**src/rtl/and_reduce_pkg.sv**
```systemverilog
// Shared constants and elaboration-time helpers for the wide AND-reduction tree.
package and_reduce_pkg;

    localparam int NUM_OPS = 8;

    function automatic int ipow(input int base, input int exp);
        int r;
        r = 1;
        for (int i = 0; i < exp; i++) begin
            r = r * base;
        end
        return r;
    endfunction

    // Number of node levels needed to reduce NUM_OPS*width bits with the given fan-in.
    function automatic int tree_levels(input int width, input int fanin);
        int levels;
        int span;
        levels = 0;
        span   = 1;
        while (span < NUM_OPS * width) begin
            span   = span * fanin;
            levels = levels + 1;
        end
        return levels;
    endfunction

    // Bit offset of a level inside the flattened tree vector; level 0 is the padded input.
    function automatic int level_offset(input int level, input int levels, input int fanin);
        int off;
        off = 0;
        for (int j = 0; j < level; j++) begin
            off = off + ipow(fanin, levels - j);
        end
        return off;
    endfunction

endpackage

```
**src/rtl/and_reduce_node.sv**
```systemverilog
// Single AND-tree node: reduces FANIN bits to one.
module and_reduce_node #(
    parameter int FANIN = 2
) (
    input  logic [FANIN-1:0] in,
    output logic             out
);

    assign out = &in;

endmodule

```
**src/rtl/and_reduce_top.sv**
```systemverilog
// All-ones detector across eight WIDTH-bit operands, built as a tree of
// Port_Num-input AND nodes, with a zero-extended result and a registered copy.
module and_reduce_top
    import and_reduce_pkg::*;
#(
    parameter int Port_Num = 2,
    parameter int WIDTH    = 8
) (
    input  logic             clk,
    input  logic             rst,
    input  logic [WIDTH-1:0] a,
    input  logic [WIDTH-1:0] b,
    input  logic [WIDTH-1:0] c,
    input  logic [WIDTH-1:0] d,
    input  logic [WIDTH-1:0] e,
    input  logic [WIDTH-1:0] f,
    input  logic [WIDTH-1:0] g,
    input  logic [WIDTH-1:0] h,
    output logic [WIDTH-1:0] q,
    output logic [WIDTH-1:0] q_r
);

    localparam int NBITS  = NUM_OPS * WIDTH;
    localparam int LEVELS = tree_levels(WIDTH, Port_Num);
    localparam int PAD    = ipow(Port_Num, LEVELS);
    localparam int TOTAL  = level_offset(LEVELS + 1, LEVELS, Port_Num);

    // Every level is stored full-width so each node sees exactly Port_Num bits;
    // the spare input positions are tied to 1 and cannot affect the result.
    logic [TOTAL-1:0] tree;
    logic             result;

    assign tree[NBITS-1:0] = {a, b, c, d, e, f, g, h};

    generate
        if (PAD > NBITS) begin : g_pad
            assign tree[PAD-1:NBITS] = '1;
        end

        for (genvar k = 0; k < LEVELS; k++) begin : g_level
            localparam int NODES   = ipow(Port_Num, LEVELS - k - 1);
            localparam int IN_OFF  = level_offset(k, LEVELS, Port_Num);
            localparam int OUT_OFF = level_offset(k + 1, LEVELS, Port_Num);
            for (genvar n = 0; n < NODES; n++) begin : g_node
                and_reduce_node #(
                    .FANIN(Port_Num)
                ) u_node (
                    .in (tree[IN_OFF + n*Port_Num +: Port_Num]),
                    .out(tree[OUT_OFF + n])
                );
            end
        end
    endgenerate

    assign result = tree[TOTAL-1];

    always_comb begin
        q    = '0;
        q[0] = result;
    end

    always_ff @(posedge clk) begin
        if (rst) begin
            q_r <= '0;
        end else begin
            q_r <= q;
        end
    end

endmodule

```
**config.mk**
```make
export PLATFORM = sky130hd
export DESIGN_NAME = and_reduce_top
export DESIGN_NICKNAME = d
export VERILOG_FILES = /design/src/rtl/and_reduce_pkg.sv /design/src/rtl/and_reduce_node.sv /design/src/rtl/and_reduce_top.sv
export SDC_FILE = /design/constraint.sdc
export NUM_CORES = 1
export LEC_CHECK = 0
export ABC_AREA = 1
export BUFFER_PORTS_ARGS = -buffer_cell sky130_fd_sc_hd__buf_2
export CORE_MARGIN = 5
export CORE_UTILIZATION = 21
export DETAILED_ROUTE_END_ITERATION = 10
export GPL_ROUTABILITY_DRIVEN = 1
export GPL_TIMING_DRIVEN = 0
export MAX_ROUTING_LAYER = met4
export PLACE_DENSITY = 0.75
export SYNTH_ARGS = -nofsm -noshare
export SYNTH_HDL_FRONTEND = slang
export SYNTH_SLANG_ARGS = --single-unit
```
**constraint.sdc**
```tcl
create_clock -name clk -period 0.8 [get_ports clk]
set_input_delay 0.04 -clock clk [delete_from_list [all_inputs] [get_ports clk]]
set_output_delay 0.04 -clock clk [all_outputs]
set_load 0.05 [all_outputs]
```
# Word-level counts from Yosys, hierarchy flattened
# Cells that the tools add are included.
dict set report classes {
  n_reduce_logical 1
}
# op count
set op_table {}
lappend op_table {{64-bit AND reduction} 1}
dict set report totals {
  output_inout_bits 16
  input_bits 66
  ff_bits 8
}

# Logic depth before layout (Yosys ltp)
# Gate-level depths: netlist of run 1.
dict set report depth {
  ltp_word 1
  depth_mapped 7
}

# Hierarchy
# A second synthesis of run 1 with hierarchy kept.
dict set report hier_totals {
  hier_cells 145
  hier_area_um2 619.3
}
# mod seq_area_each_um2 cells_per_inst area_per_inst_um2 instances
set by_module_without_submodules {}
lappend by_module_without_submodules {and_reduce_node 0.0 2 7.5 63}
lappend by_module_without_submodules {and_reduce_top 20.0 19 146.4 1}

# Worst setup path before layout of run 1
# OpenSTA, ideal clock, no wires.
dict set report synth_path {
  kind {input to output}
  start {input a[2]}
  end {output q[0]}
  path_slack_ns 0.097
  path_buffers 1
  required_ns 0.760
  cell_stages 7
  arrival_time_ns 0.663
  cell_sequence {nand2_1 -> nor2_1 -> nand2_1 -> nor2_1 -> nand2_1 -> nor2_1 -> buf_4}
}
dict set report synth_between {
  elab_chain_cells 1
}
# element line
set synth_lines {}
lappend synth_lines {{start, declared} and_reduce_top.sv:11} ;# input logic [WIDTH-1:0] a,
lappend synth_lines {{64-bit AND reduction} and_reduce_node.sv:9} ;# assign out = &in;
lappend synth_lines {{end, declared} and_reduce_top.sv:19} ;# output logic [WIDTH-1:0] q,
# No other way between the ends.

# Worst setup path in the final report of run 1
dict set report layout_path {
  start {input a[1]}
  end {output q[0]}
}
# Same word-level chain as after synthesis.

==> impl_metrics.yaml, run 1 <==
detailed_routing:
  num_vias: 691
  drc: 0
  vias_per_cell: 3.68
  drtIter0Drc: 0
  dr.pass1.iters: 1
  wl_per_cell_um: 8.87
  wl_um: 1670
  antenna_left: 0
power:
  power_uw: 513
  ir_drop_v: 0.000310
  powerDensity_nw_per_um2: 536
  p_leak_uw: 0.000545
cells_and_area:
  area_growth_pct: 150
  fin_cells: 188
  multiInputGateArea_sq_um: 327
  drive_gt1_share_pct: 58.9
  largestRegisters: "q_r: 1 flops"
  fillCellCount: 179
  num_antenna_cells: 0
  seq_area_sq_um: 20.0
  largest_reg_flops: 1
  layout.nets: 231
  registers.top_by_ff_count: "q_r"
  final_cell_area_sq_um: 957
worst_setup_path:
  slowest_delay_ns: 0.13
  crit_path_cell_trace: "buf_6, nand2_2, nor2_2, nand2_1, nor2_1, nand2_1, nor2_1, buf_4, buf_8"
  worstPathRequired_ns: 0.76
  critical-path-top-delay-family: "simple AND/OR/NAND/NOR gates"
  startpoint_type: "input port"
  crit_buf_inv: 3
  slowest_stage: "buf_8"
  path_class: "input port to primary output"
  critPathArrivalTime_ns: 0.85
  cp-end-kind: "primary output"
  crit_fanout: 2
grt:
  grt_pass1_vias: 630
  antenna_found_initial: 0
  grt-ovfl-total: 0
  grt_max_degree: 3
  grt_use_total_pct: 9.71
  grt_pass1_wl_um: 2150
floorplanning:
  fp.coreArea_sq_um: 1730
  die_area_sq_um: 2780
  io_pins: 82
  start_util_pct: 22.2
  placementRows: 15
  die_w_um: 52.7
  die_h_um: 52.7
timing:
  fin_setup_tns_ns: -0.113
  fmax_ghz: 1.13
  finalCritPeriodShare_pct: 111
  period_needed_ns: 0.887
  slew_violations: 0
  setup_viol: 2
  final.setup.worst_slack_ns: -0.0871
  finalHoldWorstSlack_ns: 0.208
  rsz0062_at_grt: "true"
  hold_viol: 0
synthesis:
  async_reset_ff_share_pct: 0
  synth_top_area_cell: "nand2_1"
  synth.distinct_cells: 6
  yosysWarningCount: 0
  syn-cell-area_sq_um: 383
  synthCells: 81
  yosysMostFrequentCell: "nand2_1"
  synth_area_leaders: "nand2_1, buf_4, nor2_1"
  synth_edf_count: 0
  synth.top_cell.area_share_pct: 41.2
  synth.avg_cell_area_sq_um: 4.73
  synth-seq-cells: 1
  ys.flop_type: "dfxtp_1"
  synth_common_cells: "nand2_1, nor2_1, buf_4"
  synth_seq_area_share_pct: 5.23
placement:
  placed_area_sq_um: 798
  portBuffers: 67
  gp_congestion: 0.695
  dp_cells: 186
  hpwl_um: 1440
run_status:
  failed_checks: "setup timing"
  run_status: "finished, violations left"
clock_network:
  clk_pin_slew_ns: 0
  postCtsHoldBufs: 0
worst_hold_path:
  hp-class: "input port to flop"
flow_run:
  cap_violations: 0
## cells in the final DEF (no fill, tap or decap)
master / n
buf_4: 17
nor3_2: 1
buf_2: 49
conb_1: 14
buf_8: 1
buf_6: 17
nor2_2: 4
nand2_1: 35
nand2_2: 7
dfxtp_1: 1
nor2_1: 17
## cell families (layout without fill, tap and decap cells)
group	Yosys count	after routing	synth area share, %
buf+inv	15	84	29.4
flops	1	1	5.23
other cells	1	14	0.979
simple gates	64	64	64.4
## stage by stage
| stage | setup WS [ns] | util (%) |
|---|---|---|
| global placement | -0.218 | 46.2 |
| floorplan | 0.0965 | - |
| finish | -0.0871 | 55.4 |
| global route | -0.222 | 55.4 |
| CTS | -0.115 | 50.1 |
| detailed placement | -0.246 | 46.2 |
## path summary, 6_finish.rpt
kind | from | end | slack, ns | cells past startpoint
worst max-delay path | a[1] | q[0] | -0.09 | 9
worst min-delay path | rst | q_r[0] | 0.21 | 2
## layout make-up
type / count / area share [%]
Buffer: 15 / 11.8
Multi-Input combinational cell: 78 / 34.1
Sequential cell: 1 / 2.09
Tap cell: 25 / 3.27
Timing Repair Buffer: 69 / 48.8
## timing repair
action                                  4_1_cts  5_1_grt
resized for setup                            11       20
gates cloned                                  0        0
endpoints found under the setup margin        1        2
setup buffers                                 2        0
pin swaps                                    14       20
## power breakdown
| part | switching, uW | internal (uW) |
|---|---|---|
| clock | 0 | 0 |
| combinational | 229 | 233 |
| sequential | 0 | 50.9 |
## layer usage
layer  global-route usage [%]  routed length, um  share of wire (%)
met1                     9.18                460                 28
met2                     21.3               1020                 61
met3                     1.14                170                 10
met4                        0                 19                1.1
met5                        -                  0                  0
(Power assumes the default switching activity.)
==> run 2: changes to the inputs <==
--- a/config.mk
+++ b/config.mk
@@ -11,7 +11,6 @@
 export CORE_UTILIZATION = 21
 export DETAILED_ROUTE_END_ITERATION = 10
 export GPL_ROUTABILITY_DRIVEN = 1
-export GPL_TIMING_DRIVEN = 0
 export MAX_ROUTING_LAYER = met4
 export PLACE_DENSITY = 0.75
 export SYNTH_ARGS = -nofsm -noshare
==> run 2 against run 1 <==
The flow still finishes with violations (setup timing); maximum frequency is 6.5% higher; power is 0.45% higher; sequential power hardly changed; wire length is 6.7% higher; critical path depth is 1 lower; critical endpoint unchanged; largest cell class unchanged; via count is 4.3% lower; global-route usage is 0.54 points lower; critical path type unchanged; sequential share of layout area hardly changed.
==> impl_metrics.yaml, run 2 (same netlist as run 1, synthesis figures left out) <==
power:
  p_leak_uw: 0.000501
  ir_drop_v: 0.000291
  powerDensity_nw_per_um2: 534
  power_uw: 515
worst_setup_path:
  slowest_stage: "buf_6"
  slowest_delay_ns: 0.16
  path_class: "input port to primary output"
  worstPathRequired_ns: 0.76
  cp-end-kind: "primary output"
  crit_fanout: 2
  crit_top_cell: "nand2_1"
  crit_path_cell_trace: "buf_2, nand2_1, nor2_2, nand2_1, nor2_1, nand2_1, nor2_2, buf_6"
  critPathArrivalTime_ns: 0.79
  startpoint_type: "input port"
cells_and_area:
  seq_area_sq_um: 20.0
  num_antenna_cells: 0
  drive_gt1_share_pct: 59.5
  largestRegisters: "q_r: 1 flops"
  largest_reg_flops: 1
  multiInputGateArea_sq_um: 359
  final_util_pct: 55.9
  area_growth_pct: 152
  final_common_cell: "buf_2"
  registers.top_by_ff_count: "q_r"
  final_cell_mix: "buf_2, buf_6, nand2_1"
  fillCellCount: 192
  layout.nets: 216
timing:
  finalHoldWorstSlack_ns: 0.213
  rsz0062_at_grt: "true"
  hold_viol: 0
  fmax_ghz: 1.20
  slew_violations: 0
  final.setup.worst_slack_ns: -0.0327
  period_needed_ns: 0.833
  finalCritPeriodShare_pct: 104
  setup_viol: 2
floorplanning:
  io_pins: 82
  placementRows: 15
  fp.coreArea_sq_um: 1730
  die_h_um: 52.7
  die_area_sq_um: 2780
  die_w_um: 52.7
  start_util_pct: 22.2
grt:
  grt_pass1_wl_um: 1970
  grt_max_degree: 3
  antenna_found_initial: 0
  grt-ovfl-total: 0
  grt_use_total_pct: 9.17
  grt_pass1_vias: 575
clock_network:
  clk_pin_slew_ns: 0
  post-cts-setup-buffers: 0
  postCtsHoldBufs: 0
flow_run:
  cap_violations: 0
placement:
  hpwl_um: 1400
  portBuffers: 67
  gp_congestion: 0.666
  place_ws_ns: -0.114
detailed_routing:
  drc: 0
  wl_um: 1780
  vias_per_cell: 3.82
  drtIter0Drc: 1
  num_vias: 661
  dr.pass1.iters: 4
  antenna_left: 0
  wl_per_cell_um: 10.3
worst_hold_path:
  hp-class: "input port to flop"
run_status:
  run_status: "finished, violations left"
  failed_checks: "setup timing"
run 2: critical path: cells and delay by family:
kind	cells	cell delay, ns
and+or+nand+nor	6	0.51
buffers and inverters	2	0.24
run 2: where the power goes:
part,internal [uW],switching (uW),total [uW],leakage [uW]
clock network,0,0,0,0
registers,50.9,0,50.9,0.00000805
logic,231,233,464,0.000493
total,282,233,515,0.000501
run 2: area by class of cell:
type / count / share of cell area, %
well taps: 25 / 3.24
flip-flops and latches: 1 / 2.08
multi-input cells: 78 / 37.2
repair buffers: 69 / 57.5
run 2: metrics by stage:
stage,area [sq um],std cells,TNS (ns)
2_1_floorplan,432,94,0
3_3_place_gp,701,173,-0.134
3_5_place_dp,701,173,-0.140
4_1_cts,753,173,-0.0839
5_1_grt,965,173,-0.261
6_report,965,173,-0.0487
run 2: per-layer routing:
layer | wire (um) | GRT usage [%] | share of wire (%)
met3 | 150 | 1.71 | 8.4
met4 | 19 | 0 | 1.1
met2 | 1150 | 21.7 | 65
met5 | 0 | - | 0
met1 | 458 | 7.01 | 26
run 2: final timing paths:
path,start,to,cells past startpoint
worst max-delay path,c[6],q[0],8
worst min-delay path,rst,q_r[0],2
run 2: timing repair:
item	in CTS	in global routing
setup endpoints to repair	2	2
pin swaps	12	42
gates resized for setup	10	45
